===== config.mk =====
export PLATFORM = sky130hd
export DESIGN_NAME = envelope_config_writer
export DESIGN_NICKNAME = d
export VERILOG_FILES = /design/src/rtl/envelope_config_writer.sv
export SDC_FILE = /design/constraint.sdc
export NUM_CORES = 1
export LEC_CHECK = 0
export ABC_AREA = 1
export CORE_AREA = 2 2 151 153
export CTS_CLUSTER_SIZE = 28
export DETAILED_ROUTE_END_ITERATION = 10
export DIE_AREA = 0 0 153 155
export PLACE_DENSITY = 0.57
export SETUP_SLACK_MARGIN = 0.2
export SYNTH_ARGS = -nofsm -noshare
export SYNTH_HDL_FRONTEND = slang
export SYNTH_SLANG_ARGS = --single-unit

===== constraint.sdc =====
create_clock -name i_Clock -period 3.7 [get_ports i_Clock]
set_input_delay 0.925 -clock i_Clock [delete_from_list [all_inputs] [get_ports i_Clock]]
set_output_delay 0.925 -clock i_Clock [all_outputs]
set_load 0.005 [all_outputs]

===== src/rtl/envelope_config_writer.sv =====
// Buffers host parameter-write commands and issues one-hot configuration write strobes to
// the envelope stage. Each command writes one operator or is swept across every operator.
module envelope_config_writer #(
    parameter int NUM_VOICE_OPERATORS = 256,
    parameter int OP_ID_WIDTH         = 8,
    parameter int FIFO_DEPTH          = 4
) (
    input  logic                   i_Clock,
    input  logic                   i_Reset,
    input  logic                   i_CmdValid,
    output logic                   o_CmdReady,
    input  logic [2:0]             i_CmdParam,
    input  logic [OP_ID_WIDTH-1:0] i_CmdAddr,
    input  logic                   i_CmdBroadcast,
    input  logic [15:0]            i_CmdData,
    input  logic                   i_ClearFlags,
    output logic [4:0]             o_EnvelopeConfigWriteEnable,
    output logic [OP_ID_WIDTH-1:0] o_ConfigWriteAddr,
    output logic [15:0]            o_ConfigWriteData,
    output logic                   o_Busy,
    output logic                   o_InvalidParam,
    output logic                   o_Saturated
);

    // state   | meaning
    // S_IDLE  | nothing in flight; pops the FIFO head when one is present
    // S_WRITE | single write of cur_* goes out on the next edge
    // S_SWEEP | broadcast write of cur_data to sweep_addr goes out on the next edge
    typedef enum logic [1:0] {S_IDLE, S_WRITE, S_SWEEP} state_t;

    localparam int PTR_W = $clog2(FIFO_DEPTH);
    localparam int CNT_W = PTR_W + 1;
    localparam logic [CNT_W-1:0]       FULL_COUNT = CNT_W'(FIFO_DEPTH);
    localparam logic [OP_ID_WIDTH-1:0] LAST_OP    = OP_ID_WIDTH'(NUM_VOICE_OPERATORS - 1);
    localparam logic [15:0]            LEVEL_MAX  = 16'h3fff;
    localparam logic [15:0]            RATE_MAX   = 16'h0fff;

    state_t state, state_next;

    logic [2:0]             fifo_param [FIFO_DEPTH];
    logic [OP_ID_WIDTH-1:0] fifo_addr  [FIFO_DEPTH];
    logic                   fifo_bcast [FIFO_DEPTH];
    logic [15:0]            fifo_data  [FIFO_DEPTH];

    logic [PTR_W-1:0] wr_ptr, rd_ptr;
    logic [CNT_W-1:0] count, count_next;

    logic [2:0]             cur_param;
    logic [OP_ID_WIDTH-1:0] cur_addr;
    logic [15:0]            cur_data;
    logic [OP_ID_WIDTH-1:0] sweep_addr, sweep_addr_next;

    logic                   accept, param_ok, push, pop, over_limit;
    logic [15:0]            sat_data;
    logic [4:0]             strobe_d;
    logic [OP_ID_WIDTH-1:0] addr_d;
    logic [15:0]            data_d;

    assign o_CmdReady = (count != FULL_COUNT);
    assign accept     = i_CmdValid && o_CmdReady;
    assign param_ok   = (i_CmdParam <= 3'd4);
    assign push       = accept && param_ok;
    assign count_next = count + CNT_W'(push) - CNT_W'(pop);

    always_comb begin
        over_limit = 1'b0;
        sat_data   = i_CmdData;
        if (i_CmdParam <= 3'd1) begin
            if (i_CmdData > LEVEL_MAX) begin
                over_limit = 1'b1;
                sat_data   = LEVEL_MAX;
            end
        end else if (param_ok) begin
            if (i_CmdData > RATE_MAX) begin
                over_limit = 1'b1;
                sat_data   = RATE_MAX;
            end
        end
    end

    // Sequencing: a pop is allowed from every state that is about to finish, so writes
    // stream back-to-back without a bubble.
    always_comb begin
        state_next      = state;
        sweep_addr_next = sweep_addr;
        pop             = 1'b0;
        case (state)
            S_IDLE: begin
                if (count != '0) pop = 1'b1;
            end
            S_WRITE: begin
                if (count != '0) pop = 1'b1;
                else             state_next = S_IDLE;
            end
            S_SWEEP: begin
                if (sweep_addr == LAST_OP) begin
                    if (count != '0) pop = 1'b1;
                    else             state_next = S_IDLE;
                end else begin
                    sweep_addr_next = sweep_addr + OP_ID_WIDTH'(1);
                end
            end
            default: state_next = S_IDLE;
        endcase
        if (pop) begin
            state_next      = fifo_bcast[rd_ptr] ? S_SWEEP : S_WRITE;
            sweep_addr_next = '0;
        end
    end

    always_comb begin
        strobe_d = 5'b0;
        addr_d   = '0;
        data_d   = '0;
        if (state == S_WRITE) begin
            strobe_d = 5'b00001 << cur_param;
            addr_d   = cur_addr;
            data_d   = cur_data;
        end else if (state == S_SWEEP) begin
            strobe_d = 5'b00001 << cur_param;
            addr_d   = sweep_addr;
            data_d   = cur_data;
        end
    end

    always_ff @(posedge i_Clock) begin
        if (push) begin
            fifo_param[wr_ptr] <= i_CmdParam;
            fifo_addr[wr_ptr]  <= i_CmdAddr;
            fifo_bcast[wr_ptr] <= i_CmdBroadcast;
            fifo_data[wr_ptr]  <= sat_data;
        end
    end

    always_ff @(posedge i_Clock) begin
        if (i_Reset) begin
            state                       <= S_IDLE;
            sweep_addr                  <= '0;
            count                       <= '0;
            wr_ptr                      <= '0;
            rd_ptr                      <= '0;
            cur_param                   <= '0;
            cur_addr                    <= '0;
            cur_data                    <= '0;
            o_EnvelopeConfigWriteEnable <= 5'b0;
            o_ConfigWriteAddr           <= '0;
            o_ConfigWriteData           <= '0;
            o_Busy                      <= 1'b0;
            o_InvalidParam              <= 1'b0;
            o_Saturated                 <= 1'b0;
        end else begin
            state      <= state_next;
            sweep_addr <= sweep_addr_next;
            count      <= count_next;
            if (push) wr_ptr <= wr_ptr + PTR_W'(1);
            if (pop) begin
                rd_ptr    <= rd_ptr + PTR_W'(1);
                cur_param <= fifo_param[rd_ptr];
                cur_addr  <= fifo_addr[rd_ptr];
                cur_data  <= fifo_data[rd_ptr];
            end
            o_EnvelopeConfigWriteEnable <= strobe_d;
            o_ConfigWriteAddr           <= addr_d;
            o_ConfigWriteData           <= data_d;
            o_Busy <= (count_next != '0) || (state_next != S_IDLE) || (strobe_d != 5'b0);
            // A new flag event outranks a simultaneous clear.
            if (accept && !param_ok)           o_InvalidParam <= 1'b1;
            else if (i_ClearFlags)             o_InvalidParam <= 1'b0;
            if (accept && param_ok && over_limit) o_Saturated <= 1'b1;
            else if (i_ClearFlags)             o_Saturated    <= 1'b0;
        end
    end

endmodule


Yosys cells after proc, flatten, opt, wreduce, memory -nomap -nowiden
Memories as Yosys holds them, arrays and structs flattened. A register that Yosys moved wholly into a read port is not among the register bits.
Cells that the tools add are included.
{"block": "totals", "mem_count": 4, "register_bits": 49, "ram_bits": 112}
{"name": "fifo_data", "depth": 4, "width": 16, "read_ports": 1, "rd_clocked_by_memory_dff": 1, "wr": 1, "line": "43", "source": "logic [15:0] fifo_data [FIFO_DEPTH];"}
{"name": "fifo_addr", "depth": 4, "width": 8, "read_ports": 1, "rd_clocked_by_memory_dff": 1, "wr": 1, "line": "41", "source": "logic [OP_ID_WIDTH-1:0] fifo_addr [FIFO_DEPTH];"}
{"name": "fifo_param", "depth": 4, "width": 3, "read_ports": 1, "rd_clocked_by_memory_dff": 1, "wr": 1, "line": "40", "source": "logic [2:0] fifo_param [FIFO_DEPTH];"}
{"name": "fifo_bcast", "depth": 4, "width": 1, "read_ports": 1, "rd_clocked_by_memory_dff": 1, "wr": 1, "line": "42", "source": "logic fifo_bcast [FIFO_DEPTH];"}
{"block": "op_classes", "reduce_logical": 17, "n_addsub": 5, "eq_ne": 4, "n_bitwise": 1, "mux": 29, "magnitude_cmp": 4, "shifts": 1}
{"op": "$mux 16", "n": 6}
{"op": "$gt 16x12->1 const B", "n": 1}
{"op": "$gt 16x14->1 const B", "n": 1}
{"op": "$mux 8", "n": 2}
{"op": "$mux 2", "n": 6}
{"op": "$mux 1", "n": 11}
{"op": "$mux 5", "n": 2}
{"op": "$add 8x1->8 const B", "n": 1}
{"op": "$eq 8x8->1 const B", "n": 1}
{"op": "$pmux 2 s3", "n": 1}
{"op": "$reduce_bool 2->1", "n": 3}
{"op": "$reduce_bool 3->1", "n": 2}
{"op": "$reduce_bool 5->1", "n": 1}
{"op": "$shl 1x3->5 const A", "n": 1}
{"op": "$add 2x1->2 const B", "n": 2}
{"op": "$logic_and 1x1->1", "n": 4}
{"op": "$reduce_or 2->1", "n": 2}
{"op": "$add 3x1->3", "n": 1}
{"op": "$le 3x1->1 const B", "n": 1}
{"op": "$le 3x3->1 const B", "n": 1}
{"op": "$ne 3x3->1 const B", "n": 1}
{"op": "$sub 3x1->3", "n": 1}
{"op": "$eq 2x1->1 const B", "n": 1}
{"op": "$eq 2x2->1 const B", "n": 1}
{"op": "other kinds (6)", "n": 7}

Longest topological paths before layout
Gate-level depths: netlist of run 1.
{"block": "logic_depth", "ltp_word": 8, "depth_mapped": 15}

Worst setup path before layout of run 1
Ideal clock, no wire load.
{"block": "synth_path", "path_type": "input -> register", "start": "in i_CmdParam[0]", "end": "mem fifo_addr[0][0], enable pin", "path_slack_ps": 657, "t_arrival_ps": 2630, "stages": 3, "setup_ps": 413, "cell_sequence": "o21ai_1 > nand3_2 > nor2_1"}
{"block": "synth_via", "elab_chain_len": 4}
{"element": "start: declaration", "line": "12", "source": "input logic [2:0] i_CmdParam,"}
{"element": "$le 3x3->1", "line": "61", "source": "assign param_ok = (i_CmdParam <= 3'd4);"}
{"element": "$logic_and 1x1->1", "line": "62", "source": "assign push = accept && param_ok;"}
{"element": "$mux 1", "line": "127", "source": "if (push) begin"}
{"element": "$mux 1 (implied by the code)", "line": "129", "source": "fifo_addr[wr_ptr] <= i_CmdAddr;"}
{"element": "end: declaration", "line": "41"}
Every way passes these cells.

Worst setup path after layout of run 1
{"block": "layout_path", "start": "in i_CmdParam[1]", "end": "reg o_Busy"}
{"block": "layout_via", "elab_chain_len": 7}
{"element": "$le 3x3->1", "line": "61"}
{"element": "$logic_and 1x1->1", "line": "62"}
{"element": "$add 3x1->3", "line": "63", "source": "assign count_next = count + CNT_W'(push) - CNT_W'(pop);"}
{"element": "$sub 3x1->3", "line": "63"}
{"element": "net count_next[1]", "line": "46", "source": "logic [CNT_W-1:0] count, count_next;"}
{"element": "$reduce_bool 3->1", "line": "165", "source": "o_Busy <= (count_next != '0) || (state_next != S_IDLE) || (strobe_d != 5'b0);"}
{"element": "$logic_or 1x1->1 (2 in series)", "line": "165"}
{"element": "end signal: assignment", "line": "165"}
{"element": "end: declaration", "line": "20", "source": "output logic o_Busy,"}
The timed path passes the listed nets, and every way through them passes these cells.
A chain may end at the register's enable or synchronous reset.

==> flow_summary_export.csv, run 1 <==
group,metric,value,unit
outcome,outcome,"finished, final reports clean",
critical_path,max_stage_delay,490,ps
critical_path,cp-start-kind,"input port",
drt,met1_length,7930,microns
floorplanning,die_area,23700,sq um
floorplanning,die_h,155,microns
clock_tree,cts_buffer_depth,2,
critical_path,critPathBufInv,2,
synth,muxShareOfSynthArea,0,%
final_layout,drive_above_1_share,11.1,%
synth,synth_compound_area_share,7.57,%
floorplanning,ioPinCount,65,
pwr,switchingPower,2.28,mW
synth,synth_seq_cells,190,
drt,postRouteAntennaNets,0,
clock_tree,cts_setup_buffers,0,
final_layout,syn2layout_area_growth,19.3,%
drt,first_pass_iters,7,
timing,post-route-period-util,78.2,%
global_routing,grt_usage,13.8,%
floorplanning,die_w,153,microns
timing,drv_slew,0,
critical_path,cp_max_fo,6,
drt,drt_first_iter_violations,435,
placement,routabilityCongestion,0.758,
critical_path,crit_cells,11,
drt,top_layer,"met4",
clock_tree,cts_tree,"built",
timing,final_hold_viol_count,0,
timing,setup_viol,0,
global_routing,grt_overflow,0,
placement,portBuffers,64,
timing,timing.fmax,346,MHz
critical_path,required,4020,ps
drt,wl_per_cell,14.4,microns
drt,vias,4990,
pwr,p_sw_share,35.5,%
synth,ys_warn_count,0,
critical_path,cp_slowest_cell,"clkdlybuf4s50_1",
clock_tree,htreeDepth,4,
clock_tree,ctsHoldBuffers,0,
critical_path,critPathLaunch,"i_CmdParam[1]",
final_layout,diodes,0,
critical_path,arrival,3210,ps
timing,tns,0,ps
pwr,power.density,707,nW/um^2
floorplanning,start_util,34.2,%
critical_path,regToRegStartpoint,"sweep_addr[0]",
run,drv_cap,0,
clock_tree,numCtsBuffers,17,
synth,synth-simple-area-share,20.3,%
drt,routed_via_density,4.53,
timing,period_minus_slack,2890,ps
drt,wl_met3,613,microns
critical_path,reg2reg_to,"o_Busy",
pwr,pwr-share-comb,31.0,%
drt,met2_length,7150,microns
clock_tree,clk_latency,430,ps
timing,finalClockSkew,7.48,ps
synth,ys_seq_area_share,64.8,%
global_routing,grt_antenna_before_repair,0,
critical_path,endpoint_kind,"register",
synth,synth_top_family_by_area,"simple AND/OR/NAND/NOR gates",
synth,synth_adder_area_share,1.25,%
hold_path,min_path_type,"reg -> reg",
critical_path,cp-endpoint,"o_Busy",
timing,hold_ws,440,ps
placement,dp_hpwl,9980,microns
final_layout,nets,843,
synth,syn_area_per_cell,10.2,sq um
synth,synth_cell_types,32,
global_routing,grt_pass1_wl,25500,microns
drt,drc,0,
global_routing,grt_max_degree,57,
critical_path,rrSetupSlack,1080,ps
clock_tree,cts_num_sinks,190,
timing,slew_headroom,56.1,%
critical_path,worstSetupPathType,"in -> reg",
floorplanning,rows,55,
pwr,power_frac_seq,41.1,%
synth,syn-instance-count,744,
clock_tree,cts_resized,0,
timing,rsz0062_at_grt,"false",
final_layout,fin_util,40.8,%
critical_path,r2r_cells,14,
critical_path,path_cells,"clkdlybuf4s50_1 > o21ai_1 > nand3_2 > nand3_1 > nand2_1 > ha_1 > fa_1 > inv_1 > nand3_1 > o21ai_0 > nand2_1",
critical_path,crit_family,"adder cells",
clock_tree,cts-root-buf,"clkbuf_16",
drt,routed_wl,15900,microns
synth,synth_area,7600,sq um
pwr,p_clk_share,27.9,%
clock_tree,clk_pin_slew,70,ps
timing,worst_pin_slew,657,ps
floorplanning,core_area,22200,sq um
synth,syn-num-nets,783,
pwr,p_int,4.13,mW
pwr,ir_drop,351,uV
global_routing,grt_pass1_vias,4826,
pwr,p_leak,3.32,nW
synth,synth-xor-area-share,0.346,%
-- metal layers --
metal / up-vias / track usage, %
met5: - / 0
met1: 2296 / 19.3
li1: 2589 / -
met4: 0 / 4.50
met3: 14 / 2.76
met2: 91 / 21.6
-- worst register-to-register path, delay by kind of cell, from the launching register on --
family                   cells  cell delay (ps)
flip-flops                   1              400
adder cells (fa/ha/maj)      3              860
buffers and inverters        1               80
AND/OR/NAND/NOR              9             1040
AO/OA/AOI/OAI                1              150
-- through the flow --
stage                     cell area, sq um  setup WS, ps  power, mW  instances
after floorplan                       7600           657       4.16        744
after global placement                8490           356       4.65       1070
after CTS                             9070           795       6.45       1102
after detailed placement              8490           337       4.67       1070
after global routing                  9070           518       6.86       1102
final                                 9070           808       6.41       1102
-- sequential cells by signal, summed over array words and instances, names as in the netlist, 4 cells and up, named ones only --
name	cells
cur_addr	8
cur_data	16
fifo_addr	32
fifo_bcast	4
fifo_data	64
fifo_param	12
o_ConfigWriteAddr	8
o_ConfigWriteData	16
o_EnvelopeConfigWriteEnable	5
sweep_addr	8
-- worst min path at each step --
stage / start / endpoint / slack (ps) / cells past startpoint
global route: cur_data[0] / o_ConfigWriteData[0] / 460 / 2
floorplan: cur_data[0] / o_ConfigWriteData[0] / 420 / 2
global placement: cur_data[2] / o_ConfigWriteData[2] / 430 / 2
CTS: cur_data[10] / o_ConfigWriteData[10] / 440 / 2
detailed placement: cur_data[2] / o_ConfigWriteData[2] / 430 / 2
finish: cur_data[10] / o_ConfigWriteData[10] / 440 / 2
-- Yosys cell counts, drive strengths merged --
master	count	area share [%]
xor2	3	0.35
nor4	1	0.082
fa	1	0.26
edfxtp	112	44
clkinv	1	0.049
clkbuf	15	1.0
nand3	50	4.2
nor3	5	0.40
nand3b	3	0.30
inv	55	2.7
nor2	170	8.8
dfxtp	78	21
a21oi	25	1.6
or2	13	1.1
nand4	1	0.28
nand2	96	5.2
buf	19	2.0
ha	6	0.99
o21ai	90	5.9
-- cell families after synthesis --
kind of cell	after synthesis
DFF	190
AOI/OAI and AO/OA	115
and+or+nand+nor	339
xor gates and xnor gates	3
buffers and inverters	90
adders and majority gates	7
-- final cells by class --
class                   count  area, sq um
multi-input cells         464         2250
clock buffers              17          425
well taps                 285          357
fillers                  2187        13200
clock inverters            15          151
inverters                  56          210
repair buffers             75          748
flip-flops and latches    190         4920
-- power groups by stage --
stage | clock, mW | combinational [mW] | sequential (mW)
final | 1.79 | 1.98 | 2.64
after floorplan | 0 | 1.50 | 2.66
after global routing | 1.92 | 2.28 | 2.66
after CTS | 1.82 | 2.00 | 2.63
after global placement | 0 | 1.97 | 2.68
after detailed placement | 0 | 1.99 | 2.68
-- cell usage in the layout (no fill, tap or decap), types with 4 or more instances in the layout --
| cell | count |
|---|---|
| dfxtp_1 | 78 |
| nand3_2 | 11 |
| edfxtp_1 | 112 |
| clkbuf_16 | 17 |
| inv_2 | 4 |
| or2_2 | 12 |
| nor3_1 | 4 |
| nand3_1 | 38 |
| nand2_1 | 89 |
| a21oi_1 | 25 |
| nor2_1 | 159 |
| inv_1 | 51 |
| clkdlybuf4s50_1 | 64 |
| inv_6 | 6 |
| nor2_2 | 9 |
| buf_4 | 9 |
| o21ai_0 | 78 |
| nand2_4 | 4 |
| o21ai_1 | 12 |
| ha_1 | 6 |
(Power assumes the default switching activity.)
==> run 2, diff against run 1 <==
Settings changed: PLACE_DENSITY 0.57 to 0.59.
Clock period 3.7 ns to 2.4 ns, I/O delays scaled along.
==> flow_summary_export.csv, run 2 (synthesized netlist as in run 1, its figures left out) <==
group,metric,value,unit
pwr,p_total,10.1,mW
placement,routabilityCongestion,0.746,
floorplanning,die_area,23700,sq um
final_layout,nets,869,
final_layout,diodes,0,
outcome,outcome,"finished, final reports clean",
global_routing,grt_antenna_before_repair,0,
timing,rsz0062_at_grt,"false",
pwr,p_leak,3.50,nW
timing,drv_slew,0,
timing,period_minus_slack,2080,ps
pwr,p_sw_share,34.3,%
final_layout,largest_reg_flops,64,
floorplanning,start_util,34.2,%
run,drv_cap,0,
clock_tree,cts-root-buf,"clkbuf_16",
critical_path,cp-endpoint,"o_CmdReady",
drt,vias,5028,
final_layout,fin_util,42.3,%
timing,finalClockSkew,10.7,ps
pwr,pwr-share-comb,32.1,%
pwr,p_int,6.66,mW
critical_path,r2r_cells,14,
critical_path,cp-start-kind,"register",
drt,routed_wl,15700,microns
global_routing,grt_usage,13.7,%
final_layout,final_cells,1128,
global_routing,grt_pass1_wl,25400,microns
global_routing,grt_max_degree,57,
final_layout,regMostFlops,"fifo_data",
critical_path,arrival,1480,ps
drt,postRouteAntennaNets,0,
placement,dp_hpwl,10100,microns
timing,slew_headroom,56.5,%
timing,setup_viol,0,
critical_path,reg2reg_to,"o_Busy",
pwr,power_frac_seq,40.0,%
clock_tree,clk_latency,420,ps
drt,wl_per_cell,13.9,microns
placement,portBuffers,64,
final_layout,largest_registers,"fifo_data (64), fifo_addr (32)",
floorplanning,ioPinCount,65,
clock_tree,cts_num_sinks,190,
timing,tns,0,ps
floorplanning,die_h,155,microns
floorplanning,rows,55,
final_layout,fillers,2115,
drt,first_pass_iters,5,
clock_tree,htreeDepth,4,
hold_path,min_path_type,"reg -> reg",
final_layout,drive_above_1_share,14.7,%
critical_path,critPathLaunch,"count[1]",
critical_path,endpoint_kind,"primary output",
final_layout,layout_commonest_cell,"nor2_1",
global_routing,grt_pass1_vias,4749,
timing,post-route-period-util,86.8,%
critical_path,regToRegStartpoint,"sweep_addr[1]",
timing,final_hold_viol_count,0,
critical_path,required,1800,ps
critical_path,rrSetupSlack,340,ps
final_layout,final_cell_mix,"nor2_1 (158), edfxtp_1 (112), nand2_1 (88), o21ai_0 (77), dfxtp_1 (75)",
pwr,power.density,1080,nW/um^2
global_routing,grt_overflow,0,
drt,routed_via_density,4.46,
timing,timing.fmax,480,MHz
clock_tree,ctsHoldBuffers,0,
clock_tree,numCtsBuffers,17,
timing,worst_pin_slew,650,ps
pwr,switchingPower,3.47,mW
drt,drt_first_iter_violations,409,
placement,dp.cells,1090,
pwr,p_clk_share,27.8,%
floorplanning,die_w,153,microns
clock_tree,cts_tree,"built",
final_layout,syn2layout_area_growth,23.7,%
drt,drc,0,
critical_path,cp_max_fo,3,
critical_path,worstSetupPathType,"reg -> out",
clock_tree,clk_pin_slew,70,ps
floorplanning,core_area,22200,sq um
clock_tree,cts_buffer_depth,2,
pwr,ir_drop,595,uV
[run 2: cell types whose count changed in the layout (fill, tap and decap cells not counted), sizes merged]
cell	delta
buf	+26
clkdlybuf4s50	-3
dlymetal6s2s	+3
inv	-3
clkinv	+2
bufinv	+1
[run 2: stage by stage]
step / hold slack, ps / cell area [sq um] / setup WS [ps]
floorplan: 416 / 7640 / 160
global route: 479 / 9400 / 196
CTS: 437 / 9340 / 224
detailed placement: 426 / 8730 / -265
global placement: 427 / 8730 / -252
finish: 435 / 9400 / 316
[run 2: final cells by class]
type | instances | area, sq um | share of cell area (%)
sequential | 190 | 4930 | 52.5
multi-input combinational | 464 | 2290 | 24.3
timing repair buffer | 101 | 1010 | 10.8
clock buffer | 17 | 425 | 4.52
tap | 285 | 357 | 3.79
inverter | 56 | 210 | 2.24
clock inverter | 15 | 175 | 1.86
[run 2: how the worst min path moves through the flow]
stage / from / endpoint / slack [ps] / depth (start not counted)
after floorplan: cur_data[0] / o_ConfigWriteData[0] / 420 / 2
after global routing: cur_data[11] / o_ConfigWriteData[11] / 480 / 2
after global placement: cur_data[11] / o_ConfigWriteData[11] / 430 / 2
after detailed placement: cur_data[2] / o_ConfigWriteData[2] / 430 / 2
after CTS: cur_data[2] / o_ConfigWriteData[2] / 440 / 2
final: cur_data[2] / o_ConfigWriteData[2] / 430 / 2
[run 2: critical path, cell delays in order (launching register included)]
cell and delay [ps]:
dfxtp_1 380, nor2_2 70, nand2_2 110, clkdlybuf4s50_1 510
[run 2: per-layer routing]
| layer | vias up | wire length [microns] | GRT usage (%) |
|---|---|---|---|
| met5 | - | 0 | 0 |
| met4 | 0 | 119 | 4.23 |
| li1 | 2634 | - | - |
| met3 | 5 | 684 | 3.06 |
| met2 | 85 | 7160 | 21.4 |
| met1 | 2304 | 7750 | 19.2 |
[run 2: what timing repair did]
action	in CTS	in global routing
gates resized for setup	1	8
setup endpoints to repair	1	3
setup buffers	0	6
pin swaps	0	4
[run 2: power groups by stage]
stage / Combinational (mW) / Clock, mW / Sequential (mW)
floorplan: 2.33 / 0 / 4.10
CTS: 3.25 / 2.88 / 4.06
detailed placement: 3.23 / 0 / 4.13
finish: 3.26 / 2.82 / 4.06
global placement: 3.20 / 0 / 4.13
global route: 3.71 / 3.03 / 4.10
==> RTL edit 1 (flow settings as in run 1) <==
The parameter `OP_ID_WIDTH` goes from 8 to 6.
--- a/src/rtl/envelope_config_writer.sv
+++ b/src/rtl/envelope_config_writer.sv
@@ -4,3 +4,3 @@
     parameter int NUM_VOICE_OPERATORS = 256,
-    parameter int OP_ID_WIDTH         = 8,
+    parameter int OP_ID_WIDTH         = 6,
     parameter int FIFO_DEPTH          = 4
Interface: changed (resized i_CmdAddr and o_ConfigWriteAddr); port bits go from 65 to 61. No check against the original RTL was run, so the function may have changed too.
==> RTL edit 1 against run 1 <==
  * Wire length shrank 9.3%
  * Power is 2.9% lower
  * Critical path type unchanged
  * Synthesized area down 9.4%
  * Design area is 7.2% lower
  * Die area stayed put
  * Combinational power shrank 15%
  * Critical endpoint unchanged
  * Critical path depth stayed put
  * Sequential cell count is 14 lower
  * First-iteration DRC count is 1.6% lower
  * Worst setup slack improved by 72 ps
==> RTL edit 1: results (changes against run 1) <==
status finished, final reports clean; grt met2 use 19.4% (-2.2 points); placed insts 999 (-6.6%); largest registers fifo_data: 64 flops, fifo_addr: 24 flops; worst-margin pin slew 970 ps (+313 ps); nets 770 (-8.7%); Sw Ratio 32.4% (-3.1 points); Post-synth ARST share 0% (unchanged); Synth Area in Adders 1.38% (+0.13 points); Compound-Gate Fraction of Synth Area 7.87% (+0.30 points); vias per inst 4.39 (-3.0%); Placed Area 7750 um^2 (-8.7%); Power Sequential 2.52 mW (-5%); vias after detailed routing 4522 (-9.4%); top post-synthesis cells by area edfxtp_1 45%, dfxtp_1 21%, nor2_1 8.7%; Iteration-0 DRC Markers 428 (-1.6%); Worst-Skew Late Latency between 400 and 500 ps; CP Max Fanout 5 (-1); sequential area share after synthesis 66.3% (+1.5 points); maximum VDD drop 0.000364 V (+3.8%); syn_nets 713 (-8.9%); GRT Total Usage 12.6% (-1.2 points); Post-Syn Area per Cell 10.2 um^2 (-0.30%); first-pass GRT wire length 23200 um (-9.2%); Buffers on Ports 60 (-6.3%); vias in the first global route 4337 (-10%); worst clock skew 6.60 ps (-0.884 ps); Gate power share 27.2% (-3.8 points); DR pass1 iterations 4 (-3); pre-CTS WS 410 ps (+72.6 ps); grt met3 use 2.73% (-0.028 points); clock buffer count from CTS 17 (unchanged); GR Util met1 17.6% (-1.7 points); P_leak 3.09 nW (-6.9%); final wirelength 14400 um (-9.3%); Tot Pwr 6.22 mW (-2.9%); xor and xnor area share after synthesis 0% (-0.35 points); Post-synth top cells 160 x nor2_1, 104 x edfxtp_1, 79 x nand2_1; largest net degree at the start of global routing 54 (-5.3%); data arrival time of the worst path 3140 ps (-70 ps); Detail Placement HPWL 8950 um (-10%); layout cells sized above 1 9.26% (-1.9 points); Post-synth EDFFs 104 (-7.1%); Placer Congestion 0.710 (-6.3%); # fillers 2196 (+0.41%)
RTL edit 1: cell types whose count changed after synthesis, sizes merged, moves of 2 or more:
| cell | change |
|---|---|
| a21oi | -8 |
| clkbuf | -3 |
| dfxtp | -6 |
| edfxtp | -8 |
| inv | -8 |
| nand2 | -13 |
| nand3 | -18 |
| nand3b | +7 |
| nor2 | -7 |
| o21ai | -4 |
| o21bai | +2 |
| xor2 | -3 |
RTL edit 1: routing by layer:
metal / routed length (um) / vias to the layer above
met5: 0 / -
li1: - / 2352
met3: 432 / 17
met4: 268 / 0
met1: 7200 / 2071
met2: 6530 / 82
RTL edit 1: kinds of logic (layout without fill, tap and decap cells):
kind of cell | Yosys count | after routing
simple gates | 308 | 308
flops | 176 | 176
compound gates | 106 | 106
buf+inv | 79 | 148
fa+ha+maj | 7 | 7
RTL edit 1: path summary, 6_finish.rpt:
| path | startpoint | end | slack [ps] | cells after the start |
|---|---|---|---|---|
| max reg2reg | sweep_addr[0] | o_Busy | 1170 | 14 |
| min | cur_data[6] | o_ConfigWriteData[6] | 440 | 2 |
| min reg2reg | cur_data[6] | o_ConfigWriteData[6] | 440 | 2 |
| max | i_CmdParam[0] | o_Busy | 880 | 11 |
RTL edit 1: worst max-delay path: stages:
cell and delay, ps:
clkdlybuf4s50_1 490, o21ai_2 300, nand3_1 170, nand3_1 160, nand2_1 80, ha_1 190, fa_1 420, inv_1 80
nand3_1 60, o21ai_0 170, nand2_1 80
RTL edit 1: cell type report:
type	count	area, um^2	share of cell area [%]
clock inverters	14	238	2.83
multi-input cells	421	1980	23.5
flip-flops and latches	176	4570	54.3
inverters	48	180	2.14
repair buffers	69	668	7.94
well taps	285	357	4.24
clock buffers	17	425	5.06
==> RTL edit 2 (config.mk and constraints of run 1) <==
Made on the original files. Make the reset (`i_Reset`) asynchronous in one clocked block.
--- a/src/rtl/envelope_config_writer.sv
+++ b/src/rtl/envelope_config_writer.sv
@@ -134,3 +134,3 @@
 
-    always_ff @(posedge i_Clock) begin
+    always_ff @(posedge i_Clock or posedge i_Reset) begin
         if (i_Reset) begin
Function: differs if i_Reset is asserted again (counterexample within 4 cycles, from zero or initial values and one cycle with i_Reset high); with i_Reset held inactive, the same outputs for 10 cycles.
==> RTL edit 2 against run 1 <==
  * Synthesized area down 1.7%
  * Power up 12%
  * Sequential cell count down 2
  * Worst setup slack lost 330 ps
  * Wire length is 5.0% lower
  * Maximum frequency fell by 10%
  * Design area is 0.47% higher
  * Hold slack gained 37 ps
==> RTL edit 2: results (changes against run 1) <==
status finished, final reports clean; Sw Ratio 33.7% (-1.9 points); bufs w/o clock 79 (+5.3%); max incr delay on CP 510 ps (+20 ps); layout cells sized above 1 9.81% (-1.3 points); metal2 WL 6860 um (-4.0%); Placer Congestion 0.759 (+0.22%); fraction of area in multi-input gates 20.2% (-4.6 points); final wirelength 15100 um (-5.0%); largest net degree at the start of global routing 58 (+1.8%); Int Pwr 4.78 mW (+16%); grt met3 use 2.73% (-0.028 points); multi-input logic cell count 388 (-16%); clock buffers 18 (+1); worst-margin pin slew 952 ps (+296 ps); first-pass GRT wire length 24900 um (-2.3%); clock-cell share of area 7.07% (+0.71 points); data arrival time of the worst path 3500 ps (+290 ps); Placed Area 8460 um^2 (-0.29%); vias per inst 4.52 (-0.20%); nets 771 (-8.5%); sequential area share after synthesis 70.5% (+5.7 points); GR Util met1 18.6% (-0.63 points); Post-Syn Area per Cell 11.3 um^2 (+10%); Signal inverters 57 (+1.8%); register share of the cell area 57.8% (+3.5 points); Power Sequential 2.97 mW (+13%); CP Max Fanout 5 (-1); clk sinks 188 (-1.1%); GRT Total Usage 13.4% (-0.33 points); xor and xnor area share after synthesis 0.703% (+0.36 points); non-clk buf share 8.68% (+0.43 points); grt met2 use 21.1% (-0.49 points); DRT met1 WL 7550 um (-4.9%)
==> RTL edit 2: cell count changes after synthesis, sizes merged, moves of 20 or more <==
cell / change
dfrtp: +76
nor2: -71
a21oi: -25
dfxtp: -78
nand2: +34
o21ai: -20
nand3: -21
o22ai: +29
==> RTL edit 2: worst paths after layout <==
kind	start	to	slack, ps	depth (start not counted)
max in group asynchronous	i_Reset	o_ConfigWriteAddr[2]	2180	3
min in group asynchronous	i_Reset	o_ConfigWriteData[2]	870	2
worst min-delay path	cur_data[4]	cur_data[4]	480	2
worst max-delay path	i_CmdParam[0]	o_Busy	480	13
worst max register to register	count[1]	o_Busy	1020	13
worst min register to register	cur_data[4]	cur_data[4]	480	2
==> RTL edit 2: cells by family (layout without fill, tap and decap cells) <==
logic type / Yosys count / after routing
buf+inv: 86 / 168
compound gates: 100 / 100
xor+xnor: 6 / 6
fa+ha+maj: 8 / 8
flops: 188 / 188
simple gates: 274 / 274
